$ cat config.mk
export PLATFORM = sky130hd
export DESIGN_NAME = input_control
export DESIGN_NICKNAME = d
export VERILOG_FILES = /design/src/rtl/input_control.sv
export SDC_FILE = /design/constraint.sdc
export NUM_CORES = 1
export LEC_CHECK = 0
export CORE_MARGIN = 1
export CORE_UTILIZATION = 55
export CTS_CLUSTER_DIAMETER = 80
export CTS_CLUSTER_SIZE = 8
export DETAILED_ROUTE_END_ITERATION = 7
export PLACE_DENSITY_LB_ADDON = 0.1
export SLEW_MARGIN = 0
export SYNTH_ARGS = -nofsm -noshare
export SYNTH_HDL_FRONTEND = slang
export SYNTH_SLANG_ARGS = --single-unit
$ cat constraint.sdc
create_clock -name clk -period 4.65 [get_ports clk]
set_input_delay 1.395 -clock clk [delete_from_list [all_inputs] [get_ports clk]]
set_output_delay 1.395 -clock clk [all_outputs]
set_load 0.05 [all_outputs]
$ cat src/rtl/input_control.sv
// -----------------------------------------------------------------------------
// input_control
//   Fetches one dense operand tile (LANE_COUNT lanes x N rows) from L2 BRAM
//   into a local L1 buffer, then streams it into the PE array with a
//   one-cycle-per-group diagonal skew: group p receives row r in stream
//   cycle r+p. stream_done pulses once the last skewed beat has left.
//
// Ports
//   clk, rst_n        clock, asynchronous active-low reset
//   input_start       start request, sampled only in IDLE
//   input_address     L2 read byte address (lane-major layout)
//   input_L2_enable   L2 read enable
//   input_L2_wenable  L2 byte write enable, tied to 0 (read-only client)
//   input_data        L2 read data, valid one cycle after the enable cycle
//   stream_data[p]    skewed operand for PE group p, slot a at [a*DW +: DW]
//   stream_valid[p]   per-group beat valid
//   stream_done       one-cycle pulse at end of stream
//   busy              high in every state except IDLE and RESET
// -----------------------------------------------------------------------------
module input_control #(
  parameter int          M            = 4,
  parameter int          ALPHA        = 2,
  parameter int          DATA_WIDTH   = 16,
  parameter int          N            = 4,
  parameter logic [31:0] BASE_ADDRESS = 32'h4000_0000
) (
  input  logic                          clk,
  input  logic                          rst_n,
  input  logic                          input_start,
  output logic [31:0]                   input_address,
  output logic                          input_L2_enable,
  output logic [3:0]                    input_L2_wenable,
  input  logic [31:0]                   input_data,
  output logic [ALPHA*DATA_WIDTH-1:0]   stream_data  [0:M/ALPHA-1],
  output logic                          stream_valid [0:M/ALPHA-1],
  output logic                          stream_done,
  output logic                          busy
);

  localparam int M_SCALED   = M / ALPHA;
  localparam int LANE_COUNT = M_SCALED * ALPHA;
  localparam int TOTAL      = LANE_COUNT * N;     // reads per tile
  localparam int STREAM_LEN = N + M_SCALED - 1;   // skewed stream cycles
  localparam int BYTES      = DATA_WIDTH / 8;
  localparam int I_W        = $clog2(TOTAL + 1);
  localparam int C_W        = $clog2(STREAM_LEN + 1);
  localparam int AW         = (TOTAL > 1) ? $clog2(TOTAL) : 1;

  typedef enum logic [2:0] {
    S_RESET, S_IDLE, S_FETCH, S_FETCH_DRAIN, S_STREAM, S_DONE
  } state_t;

  state_t                       state_q, state_d;
  logic [I_W-1:0]               cnt_i_q, cnt_i_d, cnt_i_nxt;
  logic [C_W-1:0]               cnt_c_q, cnt_c_d;
  logic [31:0]                  addr_d;
  logic                         en_d, done_d, busy_d;
  logic [ALPHA*DATA_WIDTH-1:0]  data_d  [0:M_SCALED-1];
  logic                         valid_d [0:M_SCALED-1];

  // Capture pipeline: the read issued in cycle k returns in cycle k+1, so
  // the issued L1 index is delayed by one cycle alongside a pending flag.
  logic                         rd_pend_q;
  logic [AW-1:0]                cap_idx_q;

  // L1 is flat and lane-major: entry (lane, row) lives at lane*N + row,
  // which is also the issue counter value of the read that fills it.
  logic [DATA_WIDTH-1:0]        l1_mem [0:TOTAL-1];

  // Only the low DATA_WIDTH bits of the L2 word carry an element.
  logic unused_data;
  assign unused_data = ^input_data;

  assign input_L2_wenable = 4'b0000;
  assign cnt_i_nxt        = cnt_i_q + I_W'(1);

  // NOTE: every signal written here gets a default first, so no path through
  // the case leaves a value unassigned and no latch is inferred.
  always_comb begin
    state_d = state_q;
    cnt_i_d = cnt_i_q;
    cnt_c_d = cnt_c_q;
    addr_d  = input_address;
    en_d    = 1'b0;
    done_d  = 1'b0;
    valid_d = '{default: 1'b0};
    data_d  = '{default: '0};

    case (state_q)
      S_RESET: state_d = S_IDLE;

      S_IDLE: begin
        if (input_start) begin
          state_d = S_FETCH;
          cnt_i_d = '0;
          en_d    = 1'b1;
          addr_d  = BASE_ADDRESS;
        end
      end

      S_FETCH: begin
        if (cnt_i_q == I_W'(TOTAL - 1)) begin
          state_d = S_FETCH_DRAIN;
        end else begin
          cnt_i_d = cnt_i_nxt;
          en_d    = 1'b1;
          // (lane*N + row) == issue index, so the lane-major address is linear.
          addr_d  = BASE_ADDRESS + 32'(cnt_i_nxt) * 32'(BYTES);
        end
      end

      S_FETCH_DRAIN: begin
        cnt_c_d = '0;
        state_d = S_STREAM;
      end

      S_STREAM: begin
        for (int p = 0; p < M_SCALED; p++) begin
          if (int'(cnt_c_q) >= p && int'(cnt_c_q) < p + N) begin
            valid_d[p] = 1'b1;
            for (int a = 0; a < ALPHA; a++) begin
              data_d[p][a*DATA_WIDTH +: DATA_WIDTH] =
                l1_mem[AW'((ALPHA*p + a)*N + int'(cnt_c_q) - p)];
            end
          end
        end
        if (cnt_c_q == C_W'(STREAM_LEN - 1)) state_d = S_DONE;
        else                                 cnt_c_d = cnt_c_q + C_W'(1);
      end

      S_DONE: begin
        done_d  = 1'b1;
        state_d = S_IDLE;
      end

      default: state_d = S_RESET;
    endcase
  end

  assign busy_d = (state_d != S_IDLE) && (state_d != S_RESET);

  // NOTE: sequential state uses non-blocking assignments so every register
  // samples pre-edge values regardless of statement order.
  always_ff @(posedge clk or negedge rst_n) begin
    if (!rst_n) begin
      state_q         <= S_RESET;
      cnt_i_q         <= '0;
      cnt_c_q         <= '0;
      input_address   <= '0;
      input_L2_enable <= 1'b0;
      stream_data     <= '{default: '0};
      stream_valid    <= '{default: 1'b0};
      stream_done     <= 1'b0;
      busy            <= 1'b0;
      rd_pend_q       <= 1'b0;
      cap_idx_q       <= '0;
    end else begin
      state_q         <= state_d;
      cnt_i_q         <= cnt_i_d;
      cnt_c_q         <= cnt_c_d;
      input_address   <= addr_d;
      input_L2_enable <= en_d;
      stream_data     <= data_d;
      stream_valid    <= valid_d;
      stream_done     <= done_d;
      busy            <= busy_d;
      rd_pend_q       <= (state_q == S_FETCH);
      cap_idx_q       <= AW'(cnt_i_q);
    end
  end

  // NOTE: the L1 array has no reset; every entry is rewritten by a fetch
  // before streaming reads it, so clearing it would only cost logic.
  always_ff @(posedge clk) begin
    if (rd_pend_q) l1_mem[cap_idx_q] <= input_data[DATA_WIDTH-1:0];
  end

endmodule

* Yosys cells after proc, flatten, opt, wreduce, memory -nomap -nowiden
Memories as Yosys holds them, arrays and structs flattened.
Cells that the tools add are included.
** Word-level totals
- Bits in registers :: 117
- Latch bits :: 0
- Bits in writable memories :: 256
- ROM bits :: 0
- Logic and storage cells :: 69
- Memories :: 1
** Memory list
- l1_mem :: words 16, bits a word 16, read ports 4, clocked after Yosys merged registers in 0, write ports 1, line 68 : logic [DATA_WIDTH-1:0] l1_mem [0:TOTAL-1];
** Operators by class
- $add $sub $neg :: 8
- $mul :: 0
- Div/mod/pow operators :: 0
- Magnitude comparators :: 3
- Eq/ne operators :: 11
- Shifts and indexed selects :: 0
- Mux-type cells :: 24
- Bitwise gates (word level) :: 0
- Reduce and logical (&&, ||, !) cells :: 9
** Operators with widths (count)
- two-way mux 32 bit :: 4
- two-way mux 64 bit :: 1
- one-hot mux 32 bit (2 select lines) :: 1
- adder 31 x 6 -> 32 bit (first input constant) :: 1
- one-hot mux 3 bit (5 select lines) :: 1
- two-way mux 3 bit :: 4
- two-way mux 5 bit :: 2
- one-hot mux 5 bit (2 select lines) :: 1
- equality test 3 bit (second input constant) :: 3
- adder 4 x 3 -> 4 bit (first input constant) :: 2
- subtractor 4 x 1 -> 4 bit (second input constant) :: 2
- two-way mux 1 bit :: 7
- equality test 3 x 2 -> 1 bit (second input constant) :: 2
- less-than comparator 3 bit (second input constant) :: 2
- inequality test 2 bit (second input constant) :: 3
- one-hot mux 3 bit (2 select lines) :: 1
- adder 5 x 1 -> 5 bit (second input constant) :: 1
- equality test 5 x 4 -> 1 bit (second input constant) :: 1
- adder 3 x 3 -> 4 bit (first input constant) :: 1
- nonzero test 2 bit :: 2
- adder 3 x 1 -> 3 bit (second input constant) :: 1
- equality test 3 x 1 -> 1 bit (second input constant) :: 1
- >= comparator 3 x 1 -> 1 bit (second input constant) :: 1
- zero test 3 bit :: 1
- other kinds (8) :: 9

* Longest topological paths before layout
Gate-level depths: netlist of the first run.
- Depth in word-level cells :: 5
- Mapped depth :: 11

* Worst setup path after synthesis of the first run
No wires, ideal clock.
- Kind :: register to register
- Start point :: reg cnt_c_q[0]
- End point :: reg stream_data[10] in the netlist's numbering
- Setup time :: 95 ps
- Arrival time :: 2781 ps
- Required time :: 4555 ps
- Setup slack :: 1774 ps
- Stages on the path, launching flop included :: 12
- Buffers on the path :: 5
- Cells stage by stage :: dfrtp_1 -> clkbuf_1 -> buf_2 -> clkinv_1 -> clkbuf_1 -> ha_1 -> clkbuf_1 -> inv_1 -> nand2_1 -> clkbuf_1 -> o22ai_1 -> o32ai_2
** RTL lines
- start, declared :: line 55 : logic [C_W-1:0] cnt_c_q, cnt_c_d;
- start signal, assigned :: line 160 : cnt_c_q <= cnt_c_d;
- end signal, assigned :: line 163 : stream_data <= data_d;
- end, declared :: line 34 : output logic [ALPHA*DATA_WIDTH-1:0] stream_data [0:M/ALPHA-1],

==> key figures, run 1 <==
Logic synthesis
  – Mapped Area: around 0.014 mm²
  – Area leader, netlist: edfxtp_1
  – Synth top area cells: edfxtp_1, dfrtp_1, mux2_2, mux4_2, nor2_1
  – Most used flip-flop cell after synthesis: edfxtp_1
  – Async SR Flop Fraction: around a quarter
  – Number of synthesized flops with an enable pin: 256
  – Flops & latches, synth: between 300 and 400
  – Top cells by count, synth: edfxtp_1, mux2_2, dfrtp_1, nor2_1, nor2b_1
  – Syn Area/Cell: ~16 µm²
  – Library cells used by synthesis: 49
  – Cell count after synthesis: around 900
  – Count leader, synth: edfxtp_1
  – Seq/Total Area, Yosys: between 60% and 70%
  – YS warnings: 0
  – Share of the synthesized area in the top cell type: between 50% and 60%

Clock network
  – CTS clock-pin slew for the worst setup and hold paths: 0.05 ns
  – Clock buffer depth: 3
  – Worst-Skew Late Latency: ~0.53 ns
  – H-tree levels: 2
  – CTS root buffer: clkbuf_16
  – CTS Hold Bufs: 0
  – TritonCTS clock tree: yes
  – Post-CTS sizing: 0
  – # Post-CTS Setup Buffers: 0
  – Clock sink count: about 340
  – CTS Buf Count: 48

Worst setup path
  – Reg2reg path depth: 8
  – Delay-heaviest family, CP: buffers and inverters
  – Type of the worst setup path: flip-flop to flip-flop
  – Top cell by count, worst path: buf_4
  – Largest stage delay, worst path: between 0.7 and 0.8 ns
  – Critical path depth: 8
  – Slowest CP cell: dfrtp_4
  – Data arrival, critical path: between 4 and 5 ns
  – Crit-path cells: clkinv_1, buf_4, ha_1, inv_1, nand2_1, buf_4, o221ai_1, o32ai_1
  – Crit-path max FO: 33
  – Critical Path RT: between 5 and 6 ns
  – CP endpoint kind: flip-flop
  – Crit start category: flip-flop
  – WP buf/inv: 4

Pwr
  – Sequential power share: 36.2%
  – PD cells: about 600 mW/mm²
  – Comb pwr share: between 30 and 40%
  – Int Power: approximately 6.6 mW
  – Clock Power Share: 31.7%
  – Psw: ~3.4 mW
  – Static Leak: 6.007 nW
  – Peak supply drop: ~0.43 mV
  – Sw Ratio: between 30% and 40%

Global route
  – Grt ovf: 0
  – Largest net degree at the start of global routing: 74
  – First-pass GRT wire length: about 50,000 µm
  – Vias in the first global route: 8,158
  – Initial antenna violation count: 0
  – GRT Util Overall: about a quarter

Cells and area
  – Nets: about 1,100
  – Multi-input gate area: roughly 0.0042 mm²
  – Antenna diodes: 0
  – Number of fill cells: roughly 1,800
  – Core Util, Final: around 67%
  – Layout cell share with drive strength beyond 1: between 20% and 30%
  – Reg area: 0.009843 mm²
  – Post-Layout Inst Area: roughly 0.017 mm²
  – Layout area overhead: 18.05%

Placement
  – Placed inst area: around 0.016 mm²
  – Port buffer count: 93
  – Pre-CTS WS: around 1.1 ns
  – GPL Wtd Cong: 0.8144
  – DPL Wire Length: 19,750 µm

Status
  – Status: complete, no violations

Min path
  – Type of the most critical hold path: flip-flop to flip-flop
  – Hold Crit Depth: 0

Floorplanning
  – IO Pins: 140
  – Die H: around 160 µm
  – Width of the chip: around 160 µm
  – Die Area: between 0.02 and 0.03 mm²
  – Starting Density: 56.72%
  – Std-Cell Rows: 58
  – Core Area: 0.02547 mm²

Timing
  – Worst-margin pin slew: 1.003 ns
  – Worst Clk Skew: 0.01296 ns
  – RSZ-0062 raised after global routing: false
  – Setup violators final: 0
  – Tcrit/Tclk final: between 70% and 80%
  – Slew Limit Fails: 0
  – Post-route setup slack: 0.9561 ns
  – Min cycle time layout: 3.694 ns
  – Final Hold Viols: 0
  – Worst hold margin: 0.4538 ns
  – Fmax: ~0.27 GHz
  – Rel. slew slack: between 30% and 40%
  – Setup_tns: 0 ns

Route
  – Vias per inst: between 5 and 6
  – Post-Route WL: between 30,000 and 40,000 µm
  – Drt first pass iters: 5
  – Initial DRC Count: around 700
  – Drt wl/cell: between 20 and 25 µm
  – Vias after detailed routing: between 8,000 and 9,000
  – Post-DRT Antenna Nets: 0
  – Drt drc: 0

Run
  – Max-cap check violation count: 0
## sequential cells by signal, summed over array words and instances, names as in the netlist
signal           cells
l1_mem             256
stream_data         64
cap_idx_q            4
cnt_i_q              4
cnt_c_q              3
state_q              3
input_address        2
stream_valid         2
busy                 1
input_L2_enable      1
rd_pend_q            1
stream_done          1
## layout make-up
class	count	share of cell area, %
Sequential cell	342	57.71
Multi-Input combinational cell	510	24.86
Clock buffer	88	8.107
Timing Repair Buffer	123	6.764
Tap cell	330	2.421
Inverter	6	0.1321
## cell usage in the layout (no fill, tap or decap), types with 33 or more instances in the layout
cell type and instances:
mux4_2 34, clkbuf_16 49, dfrtp_1 85, or3_1 33, o22ai_1 34, nor2b_1 35, mux2_2 103, clkdlybuf4s50_1 92
clkbuf_1 38, nor2_1 74, edfxtp_1 256
## worst register-to-register path, cell delays in order (launching register included)
cell      delay (ns)
dfrtp_4         0.73
clkinv_1        0.20
buf_4           0.26
ha_1            0.64
inv_1           0.30
nand2_1         0.31
buf_4           0.44
o221ai_1        0.38
o32ai_1         0.30
## cell families after synthesis
| kind of cell | count (synthesis) | share of synthesized area, % |
|---|---|---|
| mux | 145 | 13.93 |
| compound gates | 120 | 6.140 |
| simple gates | 204 | 7.534 |
| buf+inv | 91 | 3.438 |
| xor+xnor | 5 | 0.3032 |
| fa+ha+maj | 6 | 0.5196 |
| flops | 342 | 68.10 |
| other cells | 1 | 0.02596 |
## metrics by stage
step           total power, mW  instances
2_1_floorplan            5.916        943
4_1_cts                  10.03       1399
6_report                 9.986       1399
3_5_place_dp             6.847       1311
5_1_grt                  10.40       1399
3_3_place_gp             6.817       1311
## path summary, 6_finish.rpt
kind	startpoint	to	slack [ns]
hold reg to reg	cnt_i_q[3]	cap_idx_q[3]	0.45
min in group asynchronous	rst_n	stream_data[34]	0.97
setup / recovery	cnt_c_q[0]	stream_data[2]	0.96
hold / removal	cnt_i_q[3]	cap_idx_q[3]	0.45
max in group asynchronous	rst_n	stream_data[24]	2.85
setup reg to reg	cnt_c_q[0]	stream_data[2]	0.96
## power groups by stage
stage | sequential [mW] | combinational, mW | clock [mW]
global placement | 3.67 | 3.15 | 0
detailed placement | 3.67 | 3.18 | 0
floorplan | 3.95 | 1.97 | 0
CTS | 3.62 | 3.19 | 3.22
global route | 3.64 | 3.40 | 3.36
finish | 3.62 | 3.20 | 3.17
## routing by layer
metal  global-route usage (%)  share of wire [%]
met5                        0                  0
met4                    7.239                2.2
met3                    5.076                8.5
met2                    38.57                 46
met1                    37.72                 43
Power figures use the tool's default switching activity.
==> run 2, diff against run 1 <==
clock period = 3.58 ns   (was 4.65 ns; I/O delays follow)
==> run 2 against run 1 <==
Effect of this change: die area stayed put; sequential cell count did not move; power grew 31%; setup slack worse by 0.26 ns; clock power grew 30%; wire length rose by 0.56%; sequential share of layout area is 0.24 points lower; clock skew up 0.0040 ns; hold slack got worse by 0.012 ns; critical endpoint is now input_address[1].
==> key figures, run 2 (synthesized netlist as in run 1, its figures left out) <==
Timing
  – Tcrit/Tclk final: 80.56%
  – Rel. slew slack: between 30% and 40%
  – Worst-margin pin slew: approximately 0.93 ns
  – RSZ-0062 raised after global routing: false
  – Setup violators final: 0
  – Post-route setup slack: roughly 0.70 ns
  – Worst Clk Skew: about 0.017 ns
  – Min cycle time layout: around 2.9 ns
  – Fmax: approximately 0.35 GHz
  – Final Hold Viols: 0
  – Slew Limit Fails: 0
  – Setup_tns: 0 ns
  – Worst hold margin: roughly 0.44 ns

Floorplanning
  – Width of the chip: ~160 µm
  – Starting Density: between 50% and 60%
  – Die H: roughly 160 µm
  – IO Pins: 140
  – Die Area: 0.02692 mm²
  – Core Area: between 0.02 and 0.03 mm²
  – Std-Cell Rows: just under 60

Pwr
  – Total power: between 10 and 15 mW
  – Static Leak: about 6.0 nW
  – PD cells: between 700 and 800 mW/mm²
  – Peak supply drop: between 0.5 and 0.6 mV

Worst setup path
  – Crit-path cells: clkdlybuf4s50_1
  – Delay-heaviest family, CP: buffers and inverters
  – Crit start category: flip-flop
  – Crit-path max FO: 6
  – Critical path depth: 1
  – Critical Path RT: approximately 2.5 ns
  – Reg2reg path depth: 7
  – Type of the worst setup path: flip-flop to output pin
  – WP buf/inv: 1
  – Slowest CP cell: clkdlybuf4s50_1
  – Data arrival, critical path: about 1.8 ns
  – CP endpoint kind: output pin
  – Largest stage delay, worst path: approximately 0.84 ns

Clock network
  – # Post-CTS Setup Buffers: 0
  – CTS Hold Bufs: 0
  – Worst-Skew Late Latency: between 0.5 and 0.6 ns
  – CTS root buffer: clkbuf_16
  – CTS Buf Count: 48
  – H-tree levels: 2
  – TritonCTS clock tree: yes
  – Post-CTS sizing: 0
  – Clock buffer depth: 3
  – CTS clock-pin slew for the worst setup and hold paths: about 0.050 ns
  – Clock sink count: about 340

Cells and area
  – Final Non-Filler Cells: 1,404
  – Largest regs: l1_mem (256), stream_data (64)
  – Layout cell share with drive strength beyond 1: a little under a quarter
  – Max reg flops: about 260
  – Antenna diodes: 0
  – Layout area overhead: 18.53%
  – Nets: approximately 1,100
  – Largest register by flop count: l1_mem
  – Number of fill cells: 1,794
  – Core Util, Final: roughly 67%
  – Post-Layout Inst Area: 0.01713 mm²
  – Most frequent cells in the layout: edfxtp_1, mux2_2, clkdlybuf4s50_1, dfrtp_1, nor2_1
  – Commonest non-fill, non-tap cell in the layout: edfxtp_1

Route
  – Post-Route WL: ~33,000 µm
  – Wire length on met3: approximately 3200 µm
  – DR top layer: met4
  – Drt first pass iters: 6
  – Drt wl/cell: roughly 23 µm
  – Post-DRT Antenna Nets: 0
  – Drt drc: 0
  – Vias after detailed routing: ~8,400
  – Initial DRC Count: between 800 and 900
  – DRT met1 WL: 13,750 µm
  – Wire length on met2: ~15,000 µm
  – Vias per inst: slightly below 6

Run
  – Max-cap check violation count: 0

Global route
  – Grt ovf: 0
  – Initial antenna violation count: 1
  – Vias in the first global route: approximately 8,200
  – Largest net degree at the start of global routing: 66
  – GRT Util Overall: around 26%
  – First-pass GRT wire length: 49,770 µm

Placement
  – DPL Wire Length: about 20,000 µm
  – GPL Wtd Cong: 0.8143
  – Placed inst area: around 0.016 mm²
  – Placed cells: around 1,300
  – Port buffer count: 93
  – Pre-CTS WS: ~0.77 ns

Status
  – Status: complete, no violations

Min path
  – Hold Crit Depth: 0
  – Type of the most critical hold path: flip-flop to flip-flop
## run 2: final cells by class
| cell class | instances | area (µm²) | area share, % |
|---|---|---|---|
| sequential | 342 | 9843 | 57.48 |
| multi-input combinational | 510 | 4240 | 24.76 |
| clock buffer | 86 | 1375 | 8.030 |
| timing repair buffer | 130 | 1231 | 7.189 |
| tap | 330 | 412.9 | 2.411 |
| inverter | 6 | 22.52 | 0.1315 |
## run 2: report_power, final
part / leakage [nW] / internal, mW / switching (mW)
clock network: 0.654 / 2.55 / 1.56
logic: 1.92 / 1.59 / 2.70
registers: 3.48 / 4.51 / 0.145
total: 6.05 / 8.66 / 4.41
## run 2: final timing paths
kind | start | slack [ns] | end
hold / removal | cnt_i_q[3] | 0.44 | cap_idx_q[3]
setup / recovery | cnt_i_q[0] | 0.70 | input_address[1]
max in group asynchronous | rst_n | 2.37 | stream_data[27]
min in group asynchronous | rst_n | 0.55 | stream_data[34]
setup reg to reg | cnt_c_q[0] | 0.71 | stream_data[5]
hold reg to reg | cnt_i_q[3] | 0.44 | cap_idx_q[3]
## run 2: metal layers
metal	global-route usage (%)	vias up
met5	0	-
met4	7.744	0
met3	6.288	47
met2	38.40	401
met1	36.96	4216
li1	-	3704
==> run 3, diff against run 2 <==
clock period = 2.7 ns   (was 3.58 ns; I/O delays follow)
==> run 3 against run 2 <==
Effect of this change: die area is the same; hold slack lost 0.16 ns; first-iteration DRC count shrank 11%; non-clock buffer count grew 19; clock skew grew 0.0018 ns; setup slack lost 0.60 ns; critical path depth is the same; final area grew 1.3%; utilization grew 0.86 points; wire length grew 0.83%.
==> key figures, run 3 (synthesized netlist as in run 1, its figures left out) <==
Placement
  – DPL Wire Length: between 20,000 and 25,000 µm
  – Pre-CTS WS: about 0.28 ns
  – Port buffer count: 93
  – GPL Wtd Cong: 0.7977
  – Placed cells: around 1,300
  – Placed inst area: roughly 0.016 mm²

Clock network
  – CTS Hold Bufs: 0
  – CTS clock-pin slew for the worst setup and hold paths: ~0.050 ns
  – H-tree levels: 2
  – Clock buffer depth: 3
  – CTS Buf Count: 48
  – Worst-Skew Late Latency: roughly 0.54 ns
  – CTS root buffer: clkbuf_16
  – TritonCTS clock tree: yes
  – Clock sink count: between 300 and 400
  – # Post-CTS Setup Buffers: 0
  – Post-CTS sizing: 0

Cells and area
  – Largest register by flop count: l1_mem
  – Max reg flops: ~260
  – Layout area overhead: 20.06%
  – Core Util, Final: 68.10%
  – Nets: around 1,100
  – Most frequent cells in the layout: edfxtp_1, mux2_2, clkdlybuf4s50_1, dfrtp_1, nor2_1
  – Largest regs: l1_mem (256), stream_data (64)
  – Layout cell share with drive strength beyond 1: 24.52%
  – Antenna diodes: 0
  – Commonest non-fill, non-tap cell in the layout: edfxtp_1
  – Final Non-Filler Cells: roughly 1,400
  – Number of fill cells: 1,756
  – Post-Layout Inst Area: around 0.017 mm²

Worst setup path
  – Delay-heaviest family, CP: buffers and inverters
  – Data arrival, critical path: around 1.8 ns
  – Type of the worst setup path: flip-flop to output pin
  – Critical path depth: 1
  – R2R Path End: stream_data[0]
  – Crit-path max FO: 5
  – Critical Path RT: between 1.5 and 2 ns
  – RR Startpoint: cnt_c_q[0]
  – Reg-to-reg setup timing slack: about 0.28 ns
  – Crit start category: flip-flop
  – Largest stage delay, worst path: between 0.8 and 0.9 ns
  – Slowest CP cell: clkdlybuf4s50_1
  – CP endpoint: input_address[3]
  – WP buf/inv: 1
  – CP startpoint: cnt_i_q[2]
  – Crit-path cells: clkdlybuf4s50_1
  – Reg2reg path depth: 7
  – CP endpoint kind: output pin

Floorplanning
  – Width of the chip: between 150 and 200 µm
  – Core Area: approximately 0.025 mm²
  – Die Area: roughly 0.027 mm²
  – Std-Cell Rows: 58
  – Die H: around 160 µm
  – Starting Density: ~57%
  – IO Pins: 140

Route
  – Drt drc: 0
  – Drt wl/cell: 23.27 µm
  – Vias after detailed routing: roughly 8,400
  – Post-DRT Antenna Nets: 0
  – Drt first pass iters: 5
  – Post-Route WL: 33,200 µm
  – Initial DRC Count: 765
  – Vias per inst: approximately 5.9

Timing
  – Slew Limit Fails: 0
  – Fmax: between 0.3 and 0.4 GHz
  – RSZ-0062 raised after global routing: false
  – Worst Clk Skew: around 0.019 ns
  – Setup_tns: 0 ns
  – Min cycle time layout: 2.602 ns
  – Rel. slew slack: between 50 and 60%
  – Worst-margin pin slew: a little over 0.7 ns
  – Tcrit/Tclk final: between 90% and 100%
  – Worst hold margin: 0.2832 ns
  – Setup violators final: 0
  – Post-route setup slack: about 0.098 ns
  – Final Hold Viols: 0

Global route
  – Largest net degree at the start of global routing: 83
  – Vias in the first global route: 8,438
  – First-pass GRT wire length: 50,870 µm
  – GRT Util Overall: between 20% and 30%
  – Grt ovf: 0
  – Initial antenna violation count: 0

Pwr
  – PD cells: approximately 1000 mW/mm²
  – Total power: around 18 mW
  – Static Leak: between 6 and 7 nW
  – Peak supply drop: between 0.7 and 0.8 mV

Run
  – Max-cap check violation count: 0

Status
  – Status: complete, no violations

Min path
  – Type of the most critical hold path: primary input to asynchronous set/reset pin
==> run 3: cell count changes in the layout (fill, tap and decap cells not counted), moves of 2 or more <==
cell      delta
buf_4       +16
buf_12       +3
clkbuf_1     +2
inv_6        +2
==> run 3: cell type report <==
| cell class | instances | area [µm²] | share of cell area, % |
|---|---|---|---|
| Clock inverter | 2 | 17.52 | 0.1010 |
| Tap cell | 330 | 412.9 | 2.380 |
| Multi-Input combinational cell | 510 | 4255 | 24.53 |
| Inverter | 6 | 22.52 | 0.1298 |
| Clock buffer | 88 | 1383 | 7.971 |
| Sequential cell | 342 | 9843 | 56.75 |
| Timing Repair Buffer | 149 | 1411 | 8.137 |
==> run 3: worst min-delay path by stage <==
stage / start / end / depth (start not counted)
floorplan: rst_n / busy / 0
global placement: cnt_i_q[3] / cap_idx_q[3] / 0
detailed placement: cnt_i_q[3] / cap_idx_q[3] / 0
CTS: rst_n / stream_data[60] / 1
global route: rst_n / stream_data[60] / 1
finish: rst_n / stream_data[60] / 1
==> run 3: metal layers <==
layer | vias to the layer above | share of wire (%) | track usage [%]
met5 | - | 0 | 0
met4 | 0 | 1.5 | 6.566
met3 | 52 | 7.6 | 4.066
met2 | 382 | 47 | 39.74
met1 | 4254 | 44 | 39.03
li1 | 3754 | - | -
==> run 3: power breakdown <==
group,internal (mW),switching [mW]
Clock,3.41,2.10
Sequential,5.99,0.180
Combinational,2.32,3.62
Total,11.7,5.90
